===== config.mk =====
export PLATFORM = sky130hd
export DESIGN_NAME = pipe_stall_ctrl
export DESIGN_NICKNAME = d
export VERILOG_FILES = /design/src/rtl/pipe_stall_ctrl.sv
export SDC_FILE = /design/constraint.sdc
export NUM_CORES = 1
export LEC_CHECK = 0
export BUFFER_PORTS_ARGS = -buffer_cell sky130_fd_sc_hd__buf_4
export CAP_MARGIN = 20
export CELL_PAD_IN_SITES_DETAIL_PLACEMENT = 0
export CELL_PAD_IN_SITES_GLOBAL_PLACEMENT = 1
export CORE_UTILIZATION = 40
export DETAILED_ROUTE_END_ITERATION = 8
export PLACE_DENSITY_LB_ADDON = 0.3
export SKIP_LAST_GASP = 1
export SLEW_MARGIN = 20
export SYNTH_ARGS = -nofsm -noshare
export SYNTH_HDL_FRONTEND = slang
export SYNTH_SLANG_ARGS = --single-unit

===== constraint.sdc =====
create_clock -name clk -period 2.9 [get_ports clk]
set_clock_uncertainty 0.15 [all_clocks]
set_input_delay 0.145 -clock clk [delete_from_list [all_inputs] [get_ports clk]]
set_output_delay 0.145 -clock clk [all_outputs]
set_load 0.01 [all_outputs]

===== src/rtl/pipe_stall_ctrl.sv =====
// Stall/flush controller for the 5-stage pipeline, with the multi-cycle EX sequencer.
// Optional stall/flush performance counters are built when STALL_PERF_CNT_EN is defined.
module pipe_stall_ctrl #(
   parameter int MC_CNT_W = 6
`ifdef STALL_PERF_CNT_EN
   ,
   parameter int PERF_W = 32
`endif
) (
   input  logic                clk,
   input  logic                resetn,
   input  logic                stallreq_id,
   input  logic                ex_mc_start,
   input  logic [MC_CNT_W-1:0] ex_mc_cycles,
   input  logic                flush_req,
   output logic [5:0]          stall,
   output logic                flush,
   output logic                ex_mc_busy,
   output logic                ex_mc_done
`ifdef STALL_PERF_CNT_EN
   ,
   output logic [PERF_W-1:0]   perf_stall_cnt,
   output logic [PERF_W-1:0]   perf_flush_cnt
`else
`endif
);

   typedef enum logic [1:0] {
      IDLE = 2'd0,
      RUN  = 2'd1,
      DONE = 2'd2
   } mc_state_t;

   localparam logic [5:0] STALL_EX = 6'b001111;
   localparam logic [5:0] STALL_ID = 6'b000111;

   mc_state_t           state_r;
   mc_state_t           next_state_s;
   logic [MC_CNT_W-1:0] cnt_r;
   logic [MC_CNT_W-1:0] cnt_next_s;
   logic                ex_stall_s;
   logic                busy_s;
   logic                done_s;

   // Sequencer state and remaining-cycle counter
   always_ff @(posedge clk or negedge resetn) begin
      if (!resetn) begin
         state_r <= IDLE;
         cnt_r   <= {MC_CNT_W{1'b0}};
      end else begin
         state_r <= next_state_s;
         cnt_r   <= cnt_next_s;
      end
   end

   // Next-state logic and raw EX stall/busy/done before flush masking
   always_comb begin
      next_state_s = state_r;
      cnt_next_s   = cnt_r;
      ex_stall_s   = 1'b0;
      busy_s       = 1'b0;
      done_s       = 1'b0;
      case (state_r)
         IDLE: begin
            if (ex_mc_start && (ex_mc_cycles >= MC_CNT_W'(2))) begin
               ex_stall_s   = 1'b1;
               busy_s       = 1'b1;
               cnt_next_s   = ex_mc_cycles - MC_CNT_W'(1);
               next_state_s = RUN;
            end else if (ex_mc_start && (ex_mc_cycles == MC_CNT_W'(1))) begin
               ex_stall_s   = 1'b1;
               busy_s       = 1'b1;
               next_state_s = DONE;
            end else begin
               next_state_s = IDLE;
            end
         end
         RUN: begin
            ex_stall_s = 1'b1;
            busy_s     = 1'b1;
            cnt_next_s = cnt_r - MC_CNT_W'(1);
            if (cnt_r == MC_CNT_W'(1)) begin
               next_state_s = DONE;
            end else begin
               next_state_s = RUN;
            end
         end
         DONE: begin
            done_s       = 1'b1;
            next_state_s = IDLE;
         end
         default: begin
            next_state_s = IDLE;
            cnt_next_s   = {MC_CNT_W{1'b0}};
         end
      endcase
      // A flush aborts any op outright: no done pulse, counter cleared.
      if (flush_req) begin
         next_state_s = IDLE;
         cnt_next_s   = {MC_CNT_W{1'b0}};
      end else begin
         cnt_next_s = cnt_next_s;
      end
   end

   // Priority merge: flush over EX multi-cycle over load-use; all quiet in reset
   always_comb begin
      stall      = 6'b000000;
      flush      = 1'b0;
      ex_mc_busy = 1'b0;
      ex_mc_done = 1'b0;
      if (!resetn) begin
         stall = 6'b000000;
      end else if (flush_req) begin
         flush = 1'b1;
      end else begin
         ex_mc_busy = busy_s;
         ex_mc_done = done_s;
         if (ex_stall_s) begin
            stall = STALL_EX;
         end else if (stallreq_id) begin
            stall = STALL_ID;
         end else begin
            stall = 6'b000000;
         end
      end
   end

`ifdef STALL_PERF_CNT_EN
   // Saturating counts of stalled cycles and flush cycles
   always_ff @(posedge clk or negedge resetn) begin
      if (!resetn) begin
         perf_stall_cnt <= {PERF_W{1'b0}};
         perf_flush_cnt <= {PERF_W{1'b0}};
      end else begin
         if (stall[0] && !flush_req && (perf_stall_cnt != {PERF_W{1'b1}})) begin
            perf_stall_cnt <= perf_stall_cnt + PERF_W'(1);
         end else begin
            perf_stall_cnt <= perf_stall_cnt;
         end
         if (flush_req && (perf_flush_cnt != {PERF_W{1'b1}})) begin
            perf_flush_cnt <= perf_flush_cnt + PERF_W'(1);
         end else begin
            perf_flush_cnt <= perf_flush_cnt;
         end
      end
   end
`else
`endif

endmodule

==> flow_metrics.env <==
export IMPL_outcome="complete, no violations"
export IMPL_clk_pin_slew_worst_paths_ns=0.06
export IMPL_postCtsHoldBufs=2
export IMPL_clock_fmax_mhz=486
export IMPL_antenna_cells=0
export IMPL_hold_path_class="input port to async pin"
export IMPL_cp_startpoint="ex_mc_cycles[0]"
export IMPL_fp_dieW_um=45.9
export IMPL_dieArea_um2=2110
export IMPL_period_needed_ns=2.06
export IMPL_cts_setup_buffers=0
export IMPL_synth_area_um2=772
export IMPL_yosysWarningCount=0
export IMPL_overflow=0
export IMPL_fin_crit_sh=0.710
export IMPL_place_congestion=0.802
export IMPL_path_class="input port to output pin"
export IMPL_yosysUniqueCellTypes=37
export IMPL_nets=121
export IMPL_path_max_fanout=4
export IMPL_antenna_found_initial=0
export IMPL_syn2layout_area_growth_pct=20.1
export IMPL_finalMaxSlewViolations=0
export IMPL_vias_per_cell=5.70
export IMPL_critPathRequiredTime_ns=2.61
export IMPL_cts_sinks=8
export IMPL_worstSetupEndpoint="stall[2]"
export IMPL_wirelength_um=1890
export IMPL_drive_gt1_frac=0.272
export IMPL_cts_tree="built"
export IMPL_clock_root_buffer="clkbuf_4"
export IMPL_num_fill_cells=195
export IMPL_drv_cap=0
export IMPL_p_leak_nw=0.417
export IMPL_hold_viol_final=0
export IMPL_setup_worst_path_end_class="output pin"
export IMPL_rrSetupSlack_ns=1.16
export IMPL_vias=730
export IMPL_drtIter0Drc=40
export IMPL_start_kind="input port"
export IMPL_p_per_area_nw_per_um2=398
export IMPL_dr_pass1_iters=4
export IMPL_avgSynthCellArea_um2=8.77
export IMPL_cts_buffers=3
export IMPL_synth_seq_cells=8
export IMPL_clock_latency_ns=0.26
export IMPL_row_count=15
export IMPL_drc=0
export IMPL_ant_nets=0
export IMPL_timing_rr_start="cnt_r[2]"
export IMPL_port_buffers=17
export IMPL_grt_use_total=0.205
export IMPL_setup_viol=0
export IMPL_ioPinCount=20
export IMPL_htreeDepth=1
export IMPL_postCtsResizedCells=0
export IMPL_core_um2=1760
export IMPL_ir_drop_uv=181
export IMPL_grt_pass1_wl_um=3060
export IMPL_grt_max_degree=12
export IMPL_rr_worst_depth=3
export IMPL_yosysSeqAreaShare=0.259
export IMPL_die_h_um=45.9
export IMPL_tns_ns=0
export IMPL_cp_arrival_ns=1.76
export IMPL_place_hpwl_um=1430
export IMPL_grt_pass1_vias=663
export IMPL_p_total_mw=0.369
export IMPL_rsz0062_at_grt="false"
export IMPL_reg2reg_to="state_r[0]"
export IMPL_synthCells=88
export IMPL_avgRoutedWirePerCell_um=14.8
export IMPL_hold_ws_ns=0.107
export IMPL_start_util=0.438
export IMPL_clock_path_buffers=2
## through the flow
step | instance area (µm²) | utilization | instances | setup slack, ns
floorplan | 776 | - | 89 | 0.985
global placement | 885 | 0.501 | 123 | 0.901
detailed placement | 885 | 0.501 | 123 | 0.846
CTS | 927 | 0.526 | 128 | 0.834
global route | 927 | 0.526 | 128 | 0.718
finish | 927 | 0.526 | 128 | 0.841
## cell families after synthesis
family                     count (synthesis)  synth area share
AOI/OAI and AO/OA                         23             0.246
xor gates and xnor gates                   6            0.0681
adders and majority gates                  5            0.0810
buffers and inverters                     17             0.109
DFF                                        8             0.259
other                                      1           0.00486
and+or+nand+nor                           28             0.232
## synthesized netlist by cell type (all sizes together)
master,count,share of area
nand2,1,0.0049
and2,1,0.0081
a2111oi,1,0.019
conb,1,0.0049
o2111ai,2,0.023
xor2,4,0.045
nand4,3,0.024
o211ai,3,0.029
or2,1,0.0081
or4,1,0.015
nor3,1,0.0065
nor4,4,0.032
nand3,4,0.026
or3b,1,0.011
xnor2,2,0.023
a22oi,3,0.029
or3,1,0.015
a21boi,1,0.0097
and4,1,0.011
o31a,1,0.011
nor3b,2,0.019
a21oi,5,0.032
inv,9,0.044
or4b,1,0.018
o41ai,1,0.011
nor2b,1,0.0081
buf,6,0.055
dfrtp,8,0.26
nor2,5,0.024
clkbuf,2,0.0097
o31ai,1,0.028
o21ai,3,0.029
ha,5,0.081
a31o,1,0.011
o211a,1,0.013
## routing by layer
metal | wire length [µm] | up-vias | share of wire | GRT usage
met5 | 0 | - | 0 | 0
li1 | - | 353 | - | -
met2 | 924 | 30 | 0.49 | 0.315
met4 | 34 | 0 | 0.018 | 0.0882
met1 | 843 | 343 | 0.45 | 0.275
met3 | 87 | 4 | 0.046 | 0.0397
## worst min path at each step
stage                      start    endpoint  slack [ns]  depth (start not counted)
after global routing      resetn  state_r[1]        0.13                          2
after detailed placement  resetn    cnt_r[5]       -0.17                          1
final                     resetn  state_r[1]        0.11                          2
after CTS                 resetn    cnt_r[5]         0.1                          2
after floorplan           resetn    cnt_r[0]       -0.30                          0
after global placement    resetn    cnt_r[5]       -0.16                          1
## area by class of cell
type / instances / area, µm² / share of cell area
Multi-Input combinational cell: 64 / 492 / 0.530
Sequential cell: 8 / 200 / 0.216
Timing Repair Buffer: 19 / 148 / 0.159
Inverter: 9 / 33.8 / 0.0364
Tap cell: 25 / 31.3 / 0.0337
Clock buffer: 3 / 22.5 / 0.0243
## state kept, by name, summed over array words and instances, names as in the netlist
signal	cells
cnt_r	6
state_r	2
## critical path: stages
cell and delay (ns):
buf_4 0.10, inv_1 0.08, ha_1 0.22, or4_4 0.51, o31ai_4 0.21, a2111oi_2 0.12
a31o_1 0.24, buf_4 0.15
## power breakdown
group | total [mW] | switching, mW | internal [mW]
sequential | 0.145 | 0.0196 | 0.125
clock | 0.0886 | 0.0410 | 0.0476
combinational | 0.136 | 0.0718 | 0.0641
## cells in the final DEF, fill, tap and decap left out, drive strengths merged
cell / count
a2111oi: 1
a21boi: 1
a21oi: 5
a22oi: 3
a31o: 1
and2: 1
and4: 1
buf: 17
clkbuf: 3
conb: 2
dfrtp: 8
dlygate4sd3: 2
ha: 5
inv: 9
nand2: 1
nand3: 4
nand4: 3
nor2: 5
nor2b: 1
nor3: 1
nor3b: 2
nor4: 4
o2111ai: 2
o211a: 1
o211ai: 3
o21ai: 3
o31a: 1
o31ai: 1
o41ai: 1
or2: 1
or3: 1
or3b: 1
or4: 1
or4b: 1
xnor2: 2
xor2: 4
Note: power is estimated with default switching activity, not from simulation.
